### config.mk
export PLATFORM = sky130hd
export DESIGN_NAME = pipe_ctrl
export DESIGN_NICKNAME = d
export VERILOG_FILES = /design/src/rtl/pipe_ctrl_pkg.sv /design/src/rtl/pipe_perf_cnt.sv /design/src/rtl/pipe_ctrl.sv
export SDC_FILE = /design/constraint.sdc
export NUM_CORES = 1
export LEC_CHECK = 0
export ABC_AREA = 1
export CORE_UTILIZATION = 35
export DETAILED_ROUTE_END_ITERATION = 12
export PLACE_DENSITY = 0.76
export SETUP_SLACK_MARGIN = 0.3
export SYNTH_ARGS = -nofsm -noshare
export SYNTH_HDL_FRONTEND = slang
export SYNTH_SLANG_ARGS = --single-unit
### constraint.sdc
create_clock -name clk -period 1.2 [get_ports clk]
set_clock_uncertainty 0.05 [all_clocks]
set_input_delay 0.24 -clock clk [delete_from_list [all_inputs] [get_ports clk]]
set_output_delay 0.24 -clock clk [all_outputs]
set_load 0.01 [all_outputs]
### src/rtl/pipe_ctrl_pkg.sv
// Shared pipeline-control types: state encoding, saved-context record and
// a per-stage enable decode helper.
package pipe_ctrl_pkg;

  localparam int MAX_STAGES = 8;
  localparam int W_BITS     = 4;
  localparam int S_BITS     = 3;
  localparam int PERF_W     = 32;

  typedef enum logic [2:0] {
    INIT   = 3'd0,
    WARMUP = 3'd1,
    RUN    = 3'd2,
    STALL  = 3'd3,
    PAUSE  = 3'd4,
    HALT   = 3'd5
  } pipe_state_t;

  typedef struct packed {
    pipe_state_t         state;
    logic [W_BITS-1:0]   w;
    logic [S_BITS-1:0]   s;
  } pipe_ctx_t;

  localparam pipe_ctx_t CTX_RESET = '{state: INIT, w: 4'd0, s: 3'd0};

  // Enable for one stage index given the current context.
  function automatic logic stage_on(input pipe_ctx_t ctx, input int idx, input int stall_stage);
    logic on;
    case (ctx.state)
      WARMUP:  on = (W_BITS'(idx) < ctx.w);
      RUN:     on = 1'b1;
      STALL:   on = (idx >= stall_stage);
      default: on = 1'b0;
    endcase
    return on;
  endfunction

endpackage

### src/rtl/pipe_perf_cnt.sv
// 32-bit event counter that saturates at all-ones instead of wrapping.
module pipe_perf_cnt
  import pipe_ctrl_pkg::*;
(
  input  logic              clk,
  input  logic              rst,
  input  logic              inc,
  input  logic              clear,
  output logic [PERF_W-1:0] cnt
);

  logic [PERF_W-1:0] cnt_r;

  // Count register with saturation.
  always_ff @(posedge clk or negedge rst) begin
    if (!rst) begin
      cnt_r <= {PERF_W{1'b0}};
    end else if (clear) begin
      cnt_r <= {PERF_W{1'b0}};
    end else if (inc && (cnt_r != {PERF_W{1'b1}})) begin
      cnt_r <= cnt_r + PERF_W'(1);
    end else begin
      cnt_r <= cnt_r;
    end
  end

  assign cnt = cnt_r;

endmodule

### src/rtl/pipe_ctrl.sv
// Pipeline sequencing controller: warm-up, load stalls, pause/resume, halt.
// Performance counters are built only when PIPE_CTRL_PERF_EN is defined.
module pipe_ctrl
  import pipe_ctrl_pkg::*;
#(
  parameter int NUM_STAGES   = 4,
  parameter int STALL_STAGE  = 2,
  parameter int STALL_CYCLES = 1
) (
  input  logic                  clk,
  input  logic                  rst,
  input  logic                  flush_req,
  input  logic                  stall_req,
  input  logic                  pause_req,
  input  logic                  halt_req,
  output logic [NUM_STAGES-1:0] stage_en,
  output logic                  pause_ack,
  output logic                  halted,
  output logic [2:0]            state_o,
  output logic [31:0]           perf_stall,
  output logic [31:0]           perf_flush,
  output logic [31:0]           perf_pause
);

  pipe_ctx_t cur_r, nxt_s;
  pipe_ctx_t saved_r, saved_nxt_s;
  logic [NUM_STAGES-1:0] stage_en_s;

  // Current and saved context registers.
  always_ff @(posedge clk or negedge rst) begin
    if (!rst) begin
      cur_r   <= CTX_RESET;
      saved_r <= CTX_RESET;
    end else begin
      cur_r   <= nxt_s;
      saved_r <= saved_nxt_s;
    end
  end

  // Next context: halt > flush > pause > stall > normal progression.
  always_comb begin
    nxt_s       = cur_r;
    saved_nxt_s = saved_r;
    if (cur_r.state == HALT) begin
      nxt_s = cur_r;
    end else if (halt_req) begin
      nxt_s.state = HALT;
    end else if (flush_req) begin
      nxt_s       = CTX_RESET;
      saved_nxt_s = CTX_RESET;
    end else if (pause_req) begin
      if (cur_r.state != PAUSE) begin
        saved_nxt_s = cur_r;
        nxt_s.state = PAUSE;
      end else begin
        nxt_s = cur_r;
      end
    end else if (cur_r.state == PAUSE) begin
      // Resume exactly where the pause interrupted.
      nxt_s = saved_r;
    end else if (stall_req && (cur_r.state == RUN)) begin
      nxt_s.state = STALL;
      nxt_s.s     = S_BITS'(STALL_CYCLES);
    end else begin
      case (cur_r.state)
        INIT: begin
          nxt_s.state = WARMUP;
          nxt_s.w     = 4'd1;
        end
        WARMUP: begin
          if (cur_r.w == W_BITS'(NUM_STAGES - 1)) begin
            nxt_s.state = RUN;
          end else begin
            nxt_s.w = cur_r.w + 4'd1;
          end
        end
        STALL: begin
          nxt_s.s = cur_r.s - 3'd1;
          if (cur_r.s == 3'd1) begin
            nxt_s.state = RUN;
          end else begin
            nxt_s.state = STALL;
          end
        end
        default: nxt_s = cur_r;
      endcase
    end
  end

  // Per-stage enable decode from the registered context.
  always_comb begin
    stage_en_s = '0;
    for (int i = 0; i < NUM_STAGES; i++) begin
      stage_en_s[i] = stage_on(cur_r, i, STALL_STAGE);
    end
  end

  assign stage_en  = stage_en_s;
  assign state_o   = cur_r.state;
  assign pause_ack = (cur_r.state == PAUSE);
  assign halted    = (cur_r.state == HALT);

`ifdef PIPE_CTRL_PERF_EN
  logic flush_acc_s;
  assign flush_acc_s = flush_req && !halt_req && (cur_r.state != HALT);

  pipe_perf_cnt u_perf_stall (
    .clk   (clk),
    .rst   (rst),
    .inc   (cur_r.state == STALL),
    .clear (1'b0),
    .cnt   (perf_stall)
  );

  pipe_perf_cnt u_perf_flush (
    .clk   (clk),
    .rst   (rst),
    .inc   (flush_acc_s),
    .clear (1'b0),
    .cnt   (perf_flush)
  );

  pipe_perf_cnt u_perf_pause (
    .clk   (clk),
    .rst   (rst),
    .inc   (cur_r.state == PAUSE),
    .clear (1'b0),
    .cnt   (perf_pause)
  );
`else
  assign perf_stall = 32'd0;
  assign perf_flush = 32'd0;
  assign perf_pause = 32'd0;
`endif

endmodule

# Yosys cells after proc, flatten, opt, wreduce, memory -nomap -nowiden
# Index checks and enable logic that the tools add are counted.
[classes]
add_sub_neg = 2
magnitude_cmp = 4
n_eq_ne = 13
mux = 21
bitwise = 2
n_reduce_logical = 12
[op_table]
columns = ["operator", "n"]
rows = [
  ["2-to-1 mux 10 bit", 6],
  ["2-to-1 mux 3 bit", 6],
  ["AND reduction 4 bit", 3],
  ["one-hot mux 3 bit (3 select lines)", 1],
  ["less-than comparator 1 x 4 -> 1 bit, first input constant", 2],
  ["less-than comparator 2 x 4 -> 1 bit, first input constant", 2],
  ["2-to-1 mux 4 bit", 2],
  ["one-hot mux 1 bit (2 select lines)", 4],
  ["one-hot mux 4 bit (2 select lines)", 1],
  ["nonzero test 4 bit", 2],
  ["nonzero test 8 bit", 1],
  ["inequality test 7 bit, second input constant", 1],
  ["== test 3 x 1 -> 1 bit, second input constant", 2],
  ["== test 3 x 2 -> 1 bit, second input constant", 2],
  ["== test 3 bit, second input constant", 2],
  ["inequality test 3 bit, second input constant", 2],
  ["AND reduction 6 bit", 1],
  ["adder 4 x 1 -> 4 bit, second input constant", 1],
  ["== test 4 x 2 -> 1 bit, second input constant", 1],
  ["inequality test 4 x 2 -> 1 bit, second input constant", 1],
  ["inequality test 4 bit, second input constant", 1],
  ["nonzero test 2 bit", 2],
  ["zero test 3 bit", 1],
  ["subtractor 3 x 1 -> 3 bit, second input constant", 1],
  ["other kinds (5)", 6],
]
[word_totals]
regBits = 20
in_bits = 6
out_inout_bits = 105
wordCells = 60

# Logic depth before layout (Yosys ltp)
[depth]
depth_word = 8
mapped_depth = 10
ltp_nobuf = 9

# Worst setup path before layout
# OpenSTA, ideal clock, no wires.
[synth_path]
path_type = "register to register"
from = "register cur_r, in the netlist state_o[0]"
to = "register saved_r[1] in the netlist's numbering"
setup_time_ns = 0.126
arrival_ns = 1.128
t_required_ns = 1.024
slack_ns = -0.104
path_stages_with_launch = 9
n_path_buf = 2
period_less_slack_ns = 1.304
cell_sequence = "dfrtp_1 buf_4 nand2_2 nor2_4 nor3_4 o21ai_2 buf_6 nand2_1 o21ai_0"
[synth_via]
elab_chain_len = 3
elab_cells_between_ends = 5
classes_between = "eq/ne: 2; bitwise: 1; reduce/logical: 2"
[synth_lines]
columns = ["element", "line", "rtl"]
rows = [
  ["start: declaration", "pipe_ctrl.sv:25", "pipe_ctx_t cur_r, nxt_s;"],
  ["start signal: assignment", "pipe_ctrl.sv:35", "cur_r <= nxt_s;"],
  ["== test 3 bit", "n/a", ""],
  ["net halted", "pipe_ctrl.sv:18", "output logic halted,"],
  ["NOT 1 bit (no source line)", "n/a", ""],
  ["AND reduction 4 bit (no source line)", "n/a", ""],
  ["end signal: assignment", "pipe_ctrl.sv:36", "saved_r <= saved_nxt_s;"],
  ["end: declaration", "pipe_ctrl.sv:26", "pipe_ctx_t saved_r, saved_nxt_s;"],
]
# The timed path passes the listed nets, and every way through them passes these cells.
# A chain may end at the register's enable or synchronous reset.

# Worst setup path in the final report
[layout_path]
from = "register cur_r, in the netlist state_o[0]"
to = "register saved_r[3] in the netlist's numbering"
[layout_via]
elab_chain_len = 3
elab_cells_between_ends = 5
classes_between = "eq/ne: 2; bitwise: 1; reduce/logical: 2"
[layout_lines]
columns = ["element", "line"]
rows = [
  ["inequality test 3 bit / == test 3 bit (equally long branches)", "pipe_ctrl.sv:52, pipe_ctrl.sv:44"],
  ["nonzero test 2 bit (no source line) / NOT 1 bit (equally long branches)", "n/a"],
  ["AND reduction 4 bit (no source line) (*)", "n/a"],
]
# Every way passes the cells marked *; elsewhere a longest branch is shown, timed or not.

==> impl_metrics.env <==
export IMPL_clkSinkCount=20
export IMPL_cts_root_buf="clkbuf_8"
export IMPL_finalCritPeriodShare_pct=131
export IMPL_synth_compound_area_share_pct=6.67
export IMPL_pre_cts_slack_ns=-0.503
export IMPL_netlist_top_cells_count="buf_4, nand2_1, dfrtp_1"
export IMPL_worst_ep_arrival_time_ns=1.72
export IMPL_clk_pin_slew_ns=0.08
export IMPL_post_layout_nonfiller_instances=414
export IMPL_min_period_ns=1.57
export IMPL_wire_per_inst_microns=11.3
export IMPL_finalHoldViolCount=0
export IMPL_rsz0062_at_grt="yes"
export IMPL_dr_pass1_iters=4
export IMPL_drtIter0Drc=67
export IMPL_synth_cell_types=26
export IMPL_port_buffers=14
export IMPL_clk_latency_ns=0.27
export IMPL_grt_overflow_total=0
export IMPL_hpwl_mm=2.90
export IMPL_p_per_area_nw_per_um2=1970
export IMPL_coreArea_sq_um=5610
export IMPL_setup_violations=29
export IMPL_power_total_mw=5.33
export IMPL_drive_gt1_share_pct=36.3
export IMPL_rows=27
export IMPL_use_met1_pct=15.8
export IMPL_r2r_cells=8
export IMPL_initial_core_util_pct=37.1
export IMPL_synth_simple_area_share_pct=23.7
export IMPL_synthAdderAreaFrac_pct=3.00
export IMPL_synth_edf_count=0
export IMPL_synth_most_common_cell="buf_4"
export IMPL_cts_buffer_depth=2
export IMPL_synth_flop_cell="dfrtp_1"
export IMPL_ys_top_cells_by_area="buf_4, dfrtp_1, nand2_1"
export IMPL_use_met2_pct=24.7
export IMPL_outcome="finished, violations left"
export IMPL_r2r_start="state_o[0]$_DFFE_PN0P_"
export IMPL_die_w_microns=79.1
export IMPL_drv_slew=0
export IMPL_vias_per_cell=4.00
export IMPL_post_synth_cell_area_avg_sq_um=7.33
export IMPL_dp_cells=393
export IMPL_maxCapViolCount=0
export IMPL_ir_drop_mv=0.947
export IMPL_antenna_found_initial=0
export IMPL_via_count=1657
export IMPL_path_class="flip-flop to flip-flop"
export IMPL_ys_seq_area_share_pct=24.0
export IMPL_pwr_share_seq_pct=19.6
export IMPL_yosysTopAreaCellShare_pct=36.1
export IMPL_p_int_mw=3.01
export IMPL_syn_to_final_growth_pct=30.1
export IMPL_p_leak_nw=1.47
export IMPL_crit_path_start_kind="flip-flop"
export IMPL_h_tree_depth=1
export IMPL_rrSetupSlack_ns=-0.37
export IMPL_grt_pass1_wl_mm=6.58
export IMPL_pwr_share_comb_pct=67.3
export IMPL_synth_xor_area_share_pct=0.841
export IMPL_worst_ep_required_time_ns=1.35
export IMPL_drtAntennaViolNets=0
export IMPL_postSynthRegisterBits=20
export IMPL_gp_congestion=0.818
export IMPL_gr_usage_met3_pct=2.64
export IMPL_async_flop_share_pct=100
export IMPL_finish_net_count=354
export IMPL_hold_worst_slack_ns=0.251
export IMPL_hold_buffers=0
export IMPL_busiest_layer="met2"
export IMPL_fin_ws_ns=-0.375
export IMPL_switching_share_pct=43.5
export IMPL_hold_path_class="primary input to async pin"
export IMPL_p_sw_mw=2.32
export IMPL_cts_tree="done"
export IMPL_synth_top_cell_by_area="buf_4"
export IMPL_final_setup_tns_ns=-9.02
export IMPL_drcViolationCount=0
export IMPL_path_max_fanout=6
export IMPL_numCtsBuffers=3
export IMPL_drt_total_wl_mm=4.68
export IMPL_yosys_warnings=0
export IMPL_r2r_end="saved_r[3]$_DFFE_PN0P_"
export IMPL_grt_usage_pct=13.6
export IMPL_grt_pass1_vias=1433
export IMPL_synth_top_family_by_area="buffers and inverters"
export IMPL_synthMuxAreaShare_pct=0
export IMPL_die_y_microns=79.1
export IMPL_violations="setup timing"
export IMPL_antennaDiodeCount=0
export IMPL_postSynthCellCount=284
export IMPL_die_area_sq_um=6260
export IMPL_critPathCaptureType="flip-flop"
export IMPL_grt_max_degree=21
export IMPL_synth_area_sq_um=2080
export IMPL_clockPowerShare_pct=13.1
export IMPL_fmax_mhz=635
export IMPL_io_pins=111
[critical path, stage by stage (launching register included)]
cell and delay [ns]:
dfrtp_2 0.42, buf_6 0.13, nor2_4 0.15, nand2_8 0.10, buf_6 0.15, o21ai_4 0.19, buf_12 0.17, nand2_2 0.05
o21ai_1 0.08
[state kept, by name, indices dropped and copies added (netlist names)]
name,count
state_o,3
cur_r,7
saved_r,10
[metrics by stage]
step,instance area (sq um),utilization [%]
finish,2710,48.3
global route,2710,48.3
CTS,2470,44.0
detailed placement,2160,38.4
global placement,2160,38.4
floorplan,2470,-
[cells by family after synthesis]
group,count (synthesis)
AO/OA/AOI/OAI,24
XOR/XNOR,2
adder cells (fa/ha/maj),5
buffers and inverters,124
flip-flops,20
other,1
AND/OR/NAND/NOR,108
[power by group through the flow]
stage,Clock (mW),Sequential (mW),Combinational [mW]
2_1_floorplan,0,0.981,1.76
3_3_place_gp,0,1.02,2.18
3_5_place_dp,0,1.02,2.23
4_1_cts,0.700,1.00,2.94
5_1_grt,0.722,1.07,3.89
6_report,0.696,1.05,3.59
[worst max path at each step]
stage,from,slack (ns),cells past startpoint,endpoint
after detailed placement,flush_req,-0.50,9,cur_r[1]$_DFFE_PN0P_
after CTS,state_o[0]$_DFFE_PN0P_,-0.36,8,saved_r[1]$_DFFE_PN0P_
final,state_o[0]$_DFFE_PN0P_,-0.37,8,saved_r[3]$_DFFE_PN0P_
after floorplan,state_o[2]$_DFFE_PN0P_,-0.09,8,saved_r[1]$_DFFE_PN0P_
after global routing,state_o[0]$_DFFE_PN0P_,-0.45,10,state_o[1]$_DFFE_PN0P_
after global placement,state_o[0]$_DFFE_PN0P_,-0.46,5,stage_en[2]
[placed cells by master, fill, tap and decap left out, types with 2 or more instances in the layout]
cell             count
conb_1              96
nand2_1             47
buf_4               27
buf_6               19
dfrtp_1             18
inv_1               16
nand2_4             13
nand3_1             12
nand2_2             11
o21ai_2             11
nor2_4               9
o21ai_1              7
nor2_1               7
ha_1                 5
buf_2                5
clkdlybuf4s50_1      4
inv_2                3
nor2_2               3
clkbuf_8             3
buf_12               3
nand2_8              2
o21ai_4              2
clkbuf_16            2
dfrtp_2              2
[area by class of cell]
class	instances	area, sq um
clock buffer	3	41.3
clock inverter	1	30.0
fill	543	2900
inverter	21	91.3
multi-input combinational	235	1330
sequential	20	503
tap	72	90.1
timing repair buffer	62	619
[layer usage]
metal  part of all wire [%]  vias up
met4                    2.3        0
li1                       -      795
met3                    5.8       11
met1                     37      770
met5                      0        -
met2                     55       81
[repair_timing]
action / CTS / global route
setup endpoints to repair: 29 / 29
gates resized for setup: 79 / 49
gates cloned: 1 / 1
buffers inserted: 11 / 4
pin swaps: 12 / 25
Note: power is estimated with default switching activity, not from simulation.
